==> src/rtl/bank_linefill_ctrl_if.sv <==
// Bundle of HTU request, BIU read, linefill buffer, completion and release signals
// for one bank's linefill controller. Signal names keep the controller's port names.
interface bank_linefill_ctrl_if #(
  parameter int IDX_W  = 6,
  parameter int ADDR_W = 32
);
  logic              lf_req_valid_i;
  logic              lf_req_ready_o;
  logic [IDX_W-1:0]  lf_req_idx_i;
  logic [ADDR_W-1:0] lf_req_addr_i;
  logic              biu_ar_valid_o;
  logic              biu_ar_ready_i;
  logic [IDX_W-1:0]  biu_ar_id_o;
  logic [ADDR_W-1:0] biu_ar_addr_o;
  logic              biu_r_valid_i;
  logic [IDX_W-1:0]  biu_r_id_i;
  logic [127:0]      biu_r_data_i;
  logic              lfb_wen_o;
  logic [IDX_W-1:0]  lfb_waddr_o;
  logic              lfb_wbeat_o;
  logic [127:0]      lfb_wdata_o;
  logic              biu_isu_rvalid_o;
  logic [IDX_W-1:0]  biu_isu_rid_o;
  logic              lf_rel_valid_i;
  logic [IDX_W-1:0]  lf_rel_idx_i;
  logic [IDX_W:0]    inflight_cnt_o;
  logic              err_o;

  // Controller side
  modport master (
    input  lf_req_valid_i, lf_req_idx_i, lf_req_addr_i,
    input  biu_ar_ready_i, biu_r_valid_i, biu_r_id_i, biu_r_data_i,
    input  lf_rel_valid_i, lf_rel_idx_i,
    output lf_req_ready_o, biu_ar_valid_o, biu_ar_id_o, biu_ar_addr_o,
    output lfb_wen_o, lfb_waddr_o, lfb_wbeat_o, lfb_wdata_o,
    output biu_isu_rvalid_o, biu_isu_rid_o, inflight_cnt_o, err_o
  );

  // Environment side (HTU, BIU, issue queue, buffer)
  modport slave (
    output lf_req_valid_i, lf_req_idx_i, lf_req_addr_i,
    output biu_ar_ready_i, biu_r_valid_i, biu_r_id_i, biu_r_data_i,
    output lf_rel_valid_i, lf_rel_idx_i,
    input  lf_req_ready_o, biu_ar_valid_o, biu_ar_id_o, biu_ar_addr_o,
    input  lfb_wen_o, lfb_waddr_o, lfb_wbeat_o, lfb_wdata_o,
    input  biu_isu_rvalid_o, biu_isu_rid_o, inflight_cnt_o, err_o
  );
endinterface

==> src/rtl/bank_linefill_ctrl.sv <==
// Per-bank linefill (MSHR) controller: one slot per set/way index, one BIU read
// per slot, two-beat fill into the linefill buffer, completion pulse, release.
module bank_linefill_ctrl #(
  parameter int IDX_W   = 6,
  parameter int ADDR_W  = 32,
  parameter int MAX_OUT = 8
) (
  input logic                clk_i,
  input logic                rst_i,
  bank_linefill_ctrl_if.master bus
);
  localparam int SLOTS = 1 << IDX_W;

  typedef enum logic [1:0] {S_IDLE, S_PEND, S_WAIT, S_DONE} slot_e;

  slot_e             r_state     [SLOTS];
  slot_e             w_state_nxt [SLOTS];
  logic [SLOTS-1:0]  r_beat;
  logic [SLOTS-1:0]  w_beat_nxt;
  logic [ADDR_W-1:0] r_addr      [SLOTS];
  logic [IDX_W-1:0]  r_rr_ptr;
  logic              r_ar_valid;
  logic [IDX_W-1:0]  r_ar_id;
  logic [ADDR_W-1:0] r_ar_addr;
  logic              r_isu_valid;
  logic [IDX_W-1:0]  r_isu_rid;
  logic [IDX_W:0]    r_cnt;
  logic              r_err;

  logic              w_ready;
  logic              w_accept;
  logic              w_ar_load_en;
  logic              w_sel_found;
  logic [IDX_W-1:0]  w_sel_idx;
  logic              w_r_hit;
  logic              w_r_last;
  logic              w_rel_ok;
  logic              w_err_set;

  assign w_ready      = (r_state[bus.lf_req_idx_i] == S_IDLE) && (r_cnt < (IDX_W+1)'(MAX_OUT));
  assign w_accept     = bus.lf_req_valid_i && w_ready;
  assign w_ar_load_en = !r_ar_valid || bus.biu_ar_ready_i;
  assign w_r_hit      = bus.biu_r_valid_i && (r_state[bus.biu_r_id_i] == S_WAIT);
  assign w_r_last     = w_r_hit && r_beat[bus.biu_r_id_i];
  assign w_rel_ok     = bus.lf_rel_valid_i && (r_state[bus.lf_rel_idx_i] == S_DONE);
  assign w_err_set    = (bus.biu_r_valid_i && !w_r_hit) || (bus.lf_rel_valid_i && !w_rel_ok);

  // Round-robin pick: lowest PEND slot at or above rr_ptr, wrapping to 0
  always_comb begin
    logic [IDX_W-1:0] cand;
    w_sel_found = 1'b0;
    w_sel_idx   = '0;
    cand        = '0;
    for (int unsigned k = 0; k < SLOTS; k++) begin
      cand = r_rr_ptr + IDX_W'(k);
      if (!w_sel_found && r_state[cand] == S_PEND) begin
        w_sel_found = 1'b1;
        w_sel_idx   = cand;
      end
    end
  end

  // Per-slot next state; accept/load/beat/release each need a distinct current state,
  // so at most one of them touches any given slot in a cycle
  always_comb begin
    w_state_nxt = r_state;
    w_beat_nxt  = r_beat;
    if (w_ar_load_en && w_sel_found) w_state_nxt[w_sel_idx] = S_WAIT;
    if (w_r_hit) begin
      w_beat_nxt[bus.biu_r_id_i] = ~r_beat[bus.biu_r_id_i];
      if (w_r_last) w_state_nxt[bus.biu_r_id_i] = S_DONE;
    end
    if (w_accept) begin
      w_state_nxt[bus.lf_req_idx_i] = S_PEND;
      w_beat_nxt[bus.lf_req_idx_i]  = 1'b0;
    end
    if (w_rel_ok) w_state_nxt[bus.lf_rel_idx_i] = S_IDLE;
  end

  // Slot state and beat registers
  always_ff @(posedge clk_i or posedge rst_i) begin
    if (rst_i) begin
      for (int unsigned s = 0; s < SLOTS; s++) r_state[s] <= S_IDLE;
      r_beat <= '0;
    end else begin
      r_state <= w_state_nxt;
      r_beat  <= w_beat_nxt;
    end
  end

  // Line address captured per slot on accept
  always_ff @(posedge clk_i) begin
    if (w_accept) r_addr[bus.lf_req_idx_i] <= bus.lf_req_addr_i;
  end

  // AR register, round-robin pointer, completion pulse, inflight count, sticky error
  always_ff @(posedge clk_i or posedge rst_i) begin
    if (rst_i) begin
      r_ar_valid  <= 1'b0;
      r_ar_id     <= '0;
      r_ar_addr   <= '0;
      r_rr_ptr    <= '0;
      r_isu_valid <= 1'b0;
      r_isu_rid   <= '0;
      r_cnt       <= '0;
      r_err       <= 1'b0;
    end else begin
      if (w_ar_load_en) begin
        if (w_sel_found) begin
          r_ar_valid <= 1'b1;
          r_ar_id    <= w_sel_idx;
          r_ar_addr  <= r_addr[w_sel_idx];
          r_rr_ptr   <= w_sel_idx + IDX_W'(1);
        end else begin
          r_ar_valid <= 1'b0;
        end
      end
      r_isu_valid <= w_r_last;
      if (w_r_last) r_isu_rid <= bus.biu_r_id_i;
      case ({w_accept, w_r_last})
        2'b10:   r_cnt <= r_cnt + (IDX_W+1)'(1);
        2'b01:   r_cnt <= r_cnt - (IDX_W+1)'(1);
        default: r_cnt <= r_cnt;
      endcase
      if (w_err_set) r_err <= 1'b1;
    end
  end

  assign bus.lf_req_ready_o   = w_ready;
  assign bus.biu_ar_valid_o   = r_ar_valid;
  assign bus.biu_ar_id_o      = r_ar_id;
  assign bus.biu_ar_addr_o    = r_ar_addr;
  assign bus.lfb_wen_o        = w_r_hit;
  assign bus.lfb_waddr_o      = bus.biu_r_id_i;
  assign bus.lfb_wbeat_o      = r_beat[bus.biu_r_id_i];
  assign bus.lfb_wdata_o      = bus.biu_r_data_i;
  assign bus.biu_isu_rvalid_o = r_isu_valid;
  assign bus.biu_isu_rid_o    = r_isu_rid;
  assign bus.inflight_cnt_o   = r_cnt;
  assign bus.err_o            = r_err;
endmodule
==> src/flat_wrapper.sv <==
// flat-port wrapper written by rule: the top's interface ports become plain ports
module bank_linefill_ctrl_flat 
#(
  parameter int IDX_W   = 6,
  parameter int ADDR_W  = 32,
  parameter int MAX_OUT = 8
)
  (clk_i, rst_i, bus_lf_req_valid_i, bus_lf_req_idx_i, bus_lf_req_addr_i, bus_biu_ar_ready_i, bus_biu_r_valid_i, bus_biu_r_id_i, bus_biu_r_data_i, bus_lf_rel_valid_i, bus_lf_rel_idx_i, bus_lf_req_ready_o, bus_biu_ar_valid_o, bus_biu_ar_id_o, bus_biu_ar_addr_o, bus_lfb_wen_o, bus_lfb_waddr_o, bus_lfb_wbeat_o, bus_lfb_wdata_o, bus_biu_isu_rvalid_o, bus_biu_isu_rid_o, bus_inflight_cnt_o, bus_err_o);
  bank_linefill_ctrl_if #(.IDX_W(IDX_W), .ADDR_W(ADDR_W)) bus_i ();
  input logic clk_i;
  input logic rst_i;
  input wire logic [$bits(bus_i.lf_req_valid_i)-1:0] bus_lf_req_valid_i;
  input wire logic [$bits(bus_i.lf_req_idx_i)-1:0] bus_lf_req_idx_i;
  input wire logic [$bits(bus_i.lf_req_addr_i)-1:0] bus_lf_req_addr_i;
  input wire logic [$bits(bus_i.biu_ar_ready_i)-1:0] bus_biu_ar_ready_i;
  input wire logic [$bits(bus_i.biu_r_valid_i)-1:0] bus_biu_r_valid_i;
  input wire logic [$bits(bus_i.biu_r_id_i)-1:0] bus_biu_r_id_i;
  input wire logic [$bits(bus_i.biu_r_data_i)-1:0] bus_biu_r_data_i;
  input wire logic [$bits(bus_i.lf_rel_valid_i)-1:0] bus_lf_rel_valid_i;
  input wire logic [$bits(bus_i.lf_rel_idx_i)-1:0] bus_lf_rel_idx_i;
  output wire logic [$bits(bus_i.lf_req_ready_o)-1:0] bus_lf_req_ready_o;
  output wire logic [$bits(bus_i.biu_ar_valid_o)-1:0] bus_biu_ar_valid_o;
  output wire logic [$bits(bus_i.biu_ar_id_o)-1:0] bus_biu_ar_id_o;
  output wire logic [$bits(bus_i.biu_ar_addr_o)-1:0] bus_biu_ar_addr_o;
  output wire logic [$bits(bus_i.lfb_wen_o)-1:0] bus_lfb_wen_o;
  output wire logic [$bits(bus_i.lfb_waddr_o)-1:0] bus_lfb_waddr_o;
  output wire logic [$bits(bus_i.lfb_wbeat_o)-1:0] bus_lfb_wbeat_o;
  output wire logic [$bits(bus_i.lfb_wdata_o)-1:0] bus_lfb_wdata_o;
  output wire logic [$bits(bus_i.biu_isu_rvalid_o)-1:0] bus_biu_isu_rvalid_o;
  output wire logic [$bits(bus_i.biu_isu_rid_o)-1:0] bus_biu_isu_rid_o;
  output wire logic [$bits(bus_i.inflight_cnt_o)-1:0] bus_inflight_cnt_o;
  output wire logic [$bits(bus_i.err_o)-1:0] bus_err_o;
  assign bus_i.lf_req_valid_i = bus_lf_req_valid_i;
  assign bus_i.lf_req_idx_i = bus_lf_req_idx_i;
  assign bus_i.lf_req_addr_i = bus_lf_req_addr_i;
  assign bus_i.biu_ar_ready_i = bus_biu_ar_ready_i;
  assign bus_i.biu_r_valid_i = bus_biu_r_valid_i;
  assign bus_i.biu_r_id_i = bus_biu_r_id_i;
  assign bus_i.biu_r_data_i = bus_biu_r_data_i;
  assign bus_i.lf_rel_valid_i = bus_lf_rel_valid_i;
  assign bus_i.lf_rel_idx_i = bus_lf_rel_idx_i;
  assign bus_lf_req_ready_o = bus_i.lf_req_ready_o;
  assign bus_biu_ar_valid_o = bus_i.biu_ar_valid_o;
  assign bus_biu_ar_id_o = bus_i.biu_ar_id_o;
  assign bus_biu_ar_addr_o = bus_i.biu_ar_addr_o;
  assign bus_lfb_wen_o = bus_i.lfb_wen_o;
  assign bus_lfb_waddr_o = bus_i.lfb_waddr_o;
  assign bus_lfb_wbeat_o = bus_i.lfb_wbeat_o;
  assign bus_lfb_wdata_o = bus_i.lfb_wdata_o;
  assign bus_biu_isu_rvalid_o = bus_i.biu_isu_rvalid_o;
  assign bus_biu_isu_rid_o = bus_i.biu_isu_rid_o;
  assign bus_inflight_cnt_o = bus_i.inflight_cnt_o;
  assign bus_err_o = bus_i.err_o;
  bank_linefill_ctrl #(.IDX_W(IDX_W), .ADDR_W(ADDR_W), .MAX_OUT(MAX_OUT)) u_core (.clk_i(clk_i), .rst_i(rst_i), .bus(bus_i));
endmodule
==> config.mk <==
export PLATFORM = sky130hd
export DESIGN_NAME = bank_linefill_ctrl_flat
export DESIGN_NICKNAME = d
export VERILOG_FILES = /design/src/rtl/bank_linefill_ctrl_if.sv /design/src/rtl/bank_linefill_ctrl.sv /design/src/flat_wrapper.sv
export SDC_FILE = /design/constraint.sdc
export NUM_CORES = 2
export LEC_CHECK = 0
export BUFFER_PORTS_ARGS = -buffer_cell sky130_fd_sc_hd__buf_2
export CAP_MARGIN = 20
export CELL_PAD_IN_SITES_DETAIL_PLACEMENT = 0
export CELL_PAD_IN_SITES_GLOBAL_PLACEMENT = 2
export CORE_ASPECT_RATIO = 0.9
export CORE_MARGIN = 2
export CORE_UTILIZATION = 43
export CTS_BUF_LIST = sky130_fd_sc_hd__clkbuf_16
export DETAILED_ROUTE_END_ITERATION = 10
export MAX_ROUTING_LAYER = met4
export PLACE_DENSITY_LB_ADDON = 0.15
export SYNTH_ARGS = -nofsm -noshare
export SYNTH_HDL_FRONTEND = slang
export SYNTH_SLANG_ARGS = --single-unit
==> constraint.sdc <==
create_clock -name clk_i -period 11.1 [get_ports clk_i]
set_input_delay 2.22 -clock clk_i [delete_from_list [all_inputs] [get_ports clk_i]]
set_output_delay 2.22 -clock clk_i [all_outputs]
set_load 0.005 [all_outputs]
## Word level (Yosys, flattened, before mapping)

Memories as Yosys holds them, arrays and structs flattened. A register that Yosys moved wholly into a read port is not among the register bits.
Cells that the tools add are included.
W data, S select, Z words.

- Add/sub/neg operators: 66
- Bitwise logic cells: 80
- Reduce and logical (&&, ||, !) cells: 148
- Magnitude comparators: 77
- Equality and inequality tests: 68
- Multiplexer cells: 355

Operators by type and width:

| cell | count |
|---|---|
| $bmux W2 S6 | 67 |
| $mux W128 | 5 |
| $ge A7 B7 Y1 const B | 68 |
| $not A6 Y7 | 68 |
| $mux W6 | 64 |
| $mux W2 | 138 |
| $add A6 B6 Y6 const B | 32 |
| $and A64 B64 Y64 | 3 |
| $not A64 Y64 | 3 |
| $eq A2 B1 Y1 const B | 65 |
| $and A128 B128 Y128 | 1 |
| $mux W64 | 2 |
| $not A128 Y128 | 1 |
| $or A128 B128 Y128 | 1 |
| $or A64 B64 Y64 | 2 |
| $add A6 B5 Y6 const B | 16 |
| $logic_and A1 B1 Y1 | 77 |
| $mux W1 | 70 |
| $logic_not A1 Y1 | 66 |
| $bwmux W64 | 1 |
| $add A6 B4 Y6 const B | 8 |
| $demux W2 S6 | 4 |
| $lt A7 B1 Y1 const B | 4 |
| $add A6 B3 Y6 const B | 4 |
| 16 further kinds | 24 |

- Bits of input ports: 184
- Bits in writable memories: 2048
- Register bits after elaboration: 220
- Output and inout port bits: 191
- Memories kept: 1
- Logic and storage cells: 867

Memory list:

| name | words | width | rd ports | clocked after memory_dff | wr ports | line | source |
|---|---|---|---|---|---|---|---|
| u_core.r_addr | 64 | 32 | 1 | 1 | 1 | bank_linefill_ctrl.sv:20 | `logic [ADDR_W-1:0] r_addr [SLOTS];` |

## Longest topological paths before layout

- Word-level depth: 210
- Mapped depth: 38
- Gate-level depth less buffers: 22

## Worst setup path before layout

OpenSTA, ideal clock, no wires.

- Kind: reg2reg
- Start point: register u_core.r_rr_ptr[1]
- End point: register u_core.r_ar_addr[9], in the netlist u_core.bus.biu_ar_addr_o[9] (read register of u_core.r_addr)
- Arrival: 8.789 ns
- Cell stages (with the launch flop): 34
- Setup time: 0.143 ns
- Period minus slack after synthesis: 8.932 ns
- Buffers on the path: 16
- Data required time: 10.957 ns
- Path slack: 2.168 ns
- Cell sequence: dfrtp_1 -> inv_2 -> buf_1 -> clkbuf_1 -> buf_2 -> clkbuf_1 -> clkbuf_1 -> ha_1 -> buf_2 -> clkbuf_1 -> buf_4 -> buf_2 -> buf_2 -> mux4_2 -> mux2_2 -> mux4_2 -> mux2i_1 -> a21oi_1 -> and4_1 -> nand4_1 -> buf_2 -> a21oi_1 -> a311oi_1 -> nand3_1 -> and4b_4 -> or2_1 -> clkbuf_1 -> buf_2 -> buf_2 -> buf_2 -> buf_1 -> o21ai_0 -> a2111oi_0 -> a31oi_1

- Word-level cells in the longest chain between the ends: 196
- Elaborated cells between the ends (all ways): 638
- Those cells by class: add/sub (63); eq/ne (64); mux (320); bitwise (64); reduce/logical (127)

RTL lines:

| element | line | source |
|---|---|---|
| from (decl) | bank_linefill_ctrl.sv:21 | `logic [IDX_W-1:0] r_rr_ptr;` |
| from (signal assigned) | bank_linefill_ctrl.sv:113 | `r_rr_ptr <= w_sel_idx + IDX_W'(1);` |
| branches (longest 196 deep; another with $add A6 B1 Y6) | - |  |
| to (decl) | bank_linefill_ctrl.sv:24 | `logic [ADDR_W-1:0] r_ar_addr;` |

Parallel ways; which one is timed is not known. The select of a mux whose other input is x is not followed.
A chain may end at the register's enable or synchronous reset.

## Worst setup path in the final report

- Start point: register u_core.r_rr_ptr[2]
- End point: register u_core.r_ar_addr[13], in the netlist u_core.bus.biu_ar_addr_o[13] (read register of u_core.r_addr)

The elaborated chain is that of the path after synthesis.

==> results_dict.tcl <==
set metrics [dict create \
    synth_nets 9728 \
    gr-total-overflow 0 \
    cts_htree_levels 4 \
    dp_hpwl_um 351000 \
    final_nets 9849 \
    ys_ff_latch 2300 \
    cts_sinks 2300 \
    port_buffers 118 \
    drc 0 \
    crit_top_cell "buf_4" \
    outcome "complete, no violations" \
    met3_usage 0.0860 \
    grt_max_degree 213 \
    maxSlewHeadroom 0.129 \
    area_growth_pct 13.9 \
    grt_use_met2 0.623 \
    cts_tree "yes" \
    die_area_um2 264000 \
    path_max_fanout 56 \
    antenna_found_initial 36 \
    grt_pass1_wl_um 739000 \
    ctsRootBufferMaster "clkbuf_16" \
    use_met1 0.549 \
    finalCriticalPeriod_ps 10070 \
    path_delay_family "compound AO/OA/AOI/OAI gates" \
    die_width_um 541 \
    grt_busiest_layer "met2" \
    yosysUniqueCellTypes 104 \
    postCtsHoldBufs 0 \
    core_region_area_um2 258000 \
    crit_path_max_incr_delay_ps 740 \
    ys.flop_type "edfxtp_1" \
    tns_ps 0 \
    fmax_mhz 99.3 \
    layout_commonest_cell "edfxtp_1" \
    path_class "reg -> reg" \
    clk_pin_slew_ps 70 \
    insertion_delay_ps 950 \
    drtIter0Drc 15500 \
    cts_buffers 237 \
    gp_congestion 1.00 \
    slew_viol_final 0 \
    grt_setup_unrepaired "no" \
    hold_class "reg -> reg" \
    arrival_ps 10880 \
    synth_cells 9519 \
    cts-resized-gates 0 \
    yosysWarnings 0 \
    ys_async_sr_fraction 0.110 \
    num-fill-cells 22800 \
    finalWirelength_um 548000 \
    vias 92200 \
    final_antenna_net_count 0 \
    cts_setup_buffers 0 \
    period_share 0.907 \
    finClkSkew_ps 120 \
    syn-mean-instance-area_um2 11.7 \
    io-pin-count 375 \
    drive_gt1_frac 0.155 \
    wl_per_cell_um 41.3 \
    critPathRequiredTime_ps 11910 \
    synth_edf_count 2048 \
    die_h_um 488 \
    setup_viol 0 \
    critical-path-slowest-cell "o41ai_1" \
    ys_seq_area_frac 0.607 \
    cp-end-kind "register" \
    start_util 0.432 \
    layout_common_cells "2,048 x edfxtp_1, 1,560 x nand2_1, 611 x a21oi_1" \
    via_per_inst 6.95 \
    first_global_vias 84700 \
    synth_area_um2 112000 \
    cp-start-kind "register" \
    max_cap_violations 0 \
    num_rows 177 \
    tightest_slew_ps 1310 \
    globalRouteTotalUtil 0.417 \
    firstDrtPassIters 9 \
    clockBufferDepth 4 \
    hold_viol 0 \
    critPathBufInv 7 \
]
area by class of cell:
class	instances	area, um^2	share of cell area
tap	3401	4260	0.0334
multi-input combinational	6303	40600	0.319
inverter	41	176	0.00139
antenna	40	100	0.000786
clock inverter	187	1500	0.0118
sequential	2300	67800	0.533
timing repair buffer	757	6790	0.0534
clock buffer	241	6030	0.0474
worst paths after layout:
check | from | endpoint | slack [ps] | cells after the start
max | u_core.r_rr_ptr[2] | u_core.bus.biu_ar_addr_o[13] | 1030 | 27
min | u_core.bus.biu_ar_id_o[1] | u_core.bus.biu_ar_id_o[1] | 480 | 2
max reg2reg | u_core.r_rr_ptr[2] | u_core.bus.biu_ar_addr_o[13] | 1030 | 27
min reg2reg | u_core.bus.biu_ar_id_o[1] | u_core.bus.biu_ar_id_o[1] | 480 | 2
max in group asynchronous | rst_i | u_core.bus.biu_ar_addr_o[26] | 7190 | 4
min in group asynchronous | rst_i | u_core.bus.biu_isu_rid_o[1] | 1460 | 2
registers in the layout (all words and copies together) (netlist names):
register                     cells
u_core.r_addr                 2048
u_core.r_state                 128
u_core.r_beat                   64
u_core.bus.biu_ar_addr_o        32
u_core.bus.inflight_cnt_o        7
u_core.bus.biu_ar_id_o           6
u_core.bus.biu_isu_rid_o         6
u_core.r_rr_ptr                  6
u_core.bus.biu_ar_valid_o        1
u_core.bus.biu_isu_rvalid_o      1
u_core.bus.err_o                 1
metal layers:
| layer | routed length, um | vias up |
|---|---|---|
| met1 | 213000 | 47100 |
| met2 | 245000 | 6788 |
| met3 | 60400 | 1338 |
| li1 | - | 37000 |
| met5 | 0 | - |
| met4 | 29000 | 0 |
cells by family after synthesis:
group           share of synthesized area
compound gates                      0.149
xor+xnor                          0.00713
fa+ha+maj                         0.00287
buf+inv                            0.0393
flops                               0.607
mux                                0.0505
simple gates                        0.145
tightest hold or removal path: cells and delay by family, from the launching register on:
family / cells / cell delay, ps
AOI/OAI and AO/OA: 1 / 60
DFF: 1 / 330
and+or+nand+nor: 1 / 50
cells in the mapped netlist, types with 29 or more instances:
| library cell | instances | area [um^2] |
|---|---|---|
| edfxtp_1 | 2048 | 61500 |
| nand2_1 | 1561 | 5860 |
| a21oi_1 | 614 | 3070 |
| nor2_1 | 442 | 1660 |
| clkbuf_1 | 372 | 1400 |
| o21ai_0 | 370 | 1850 |
| nand3_1 | 343 | 1720 |
| buf_2 | 252 | 1260 |
| dfrtp_1 | 252 | 6310 |
| a22oi_1 | 248 | 1860 |
| mux2i_1 | 192 | 1920 |
| a221oi_1 | 159 | 1390 |
| a211oi_1 | 152 | 1140 |
| buf_4 | 149 | 1120 |
| and3_1 | 137 | 857 |
| o22ai_1 | 137 | 857 |
| mux4_2 | 130 | 2930 |
| nor3_1 | 129 | 646 |
| nand4_1 | 117 | 732 |
| nor2b_1 | 94 | 588 |
| buf_1 | 90 | 338 |
| a31oi_1 | 85 | 532 |
| xnor2_1 | 82 | 718 |
| mux2_2 | 68 | 766 |
| nor4_1 | 64 | 400 |
| o211ai_1 | 64 | 480 |
| a32oi_1 | 54 | 473 |
| and2_1 | 48 | 300 |
| nor4bb_1 | 48 | 480 |
| a22o_1 | 46 | 403 |
| nand2b_1 | 44 | 275 |
| o2111ai_1 | 39 | 342 |
| a311oi_1 | 36 | 315 |
| a2111oi_0 | 34 | 298 |
| a221o_1 | 33 | 330 |
| nand3b_1 | 33 | 248 |
| nor4b_1 | 33 | 289 |
| inv_1 | 32 | 120 |
| or2_2 | 32 | 200 |
| a222oi_1 | 31 | 310 |
| nor3b_1 | 31 | 233 |
| o2bb2ai_1 | 30 | 263 |
| or4_1 | 29 | 218 |
per-stage QoR:
stage | hold WS, ps | instance area [um^2] | setup WS, ps | util | std cells
global route | 496 | 127000 | 1030 | 0.492 | 13300
finish | 478 | 127000 | 1030 | 0.493 | 13300
CTS | 483 | 127000 | 1290 | 0.491 | 13200
floorplan | 463 | 112000 | 1950 | - | 9519
detailed placement | 470 | 119000 | 1330 | 0.462 | 12800
global placement | 458 | 119000 | 1320 | 0.462 | 12800
Power is not shown: default switching activity piles up to over one toggle a cycle in this logic, so the estimate is an artifact.
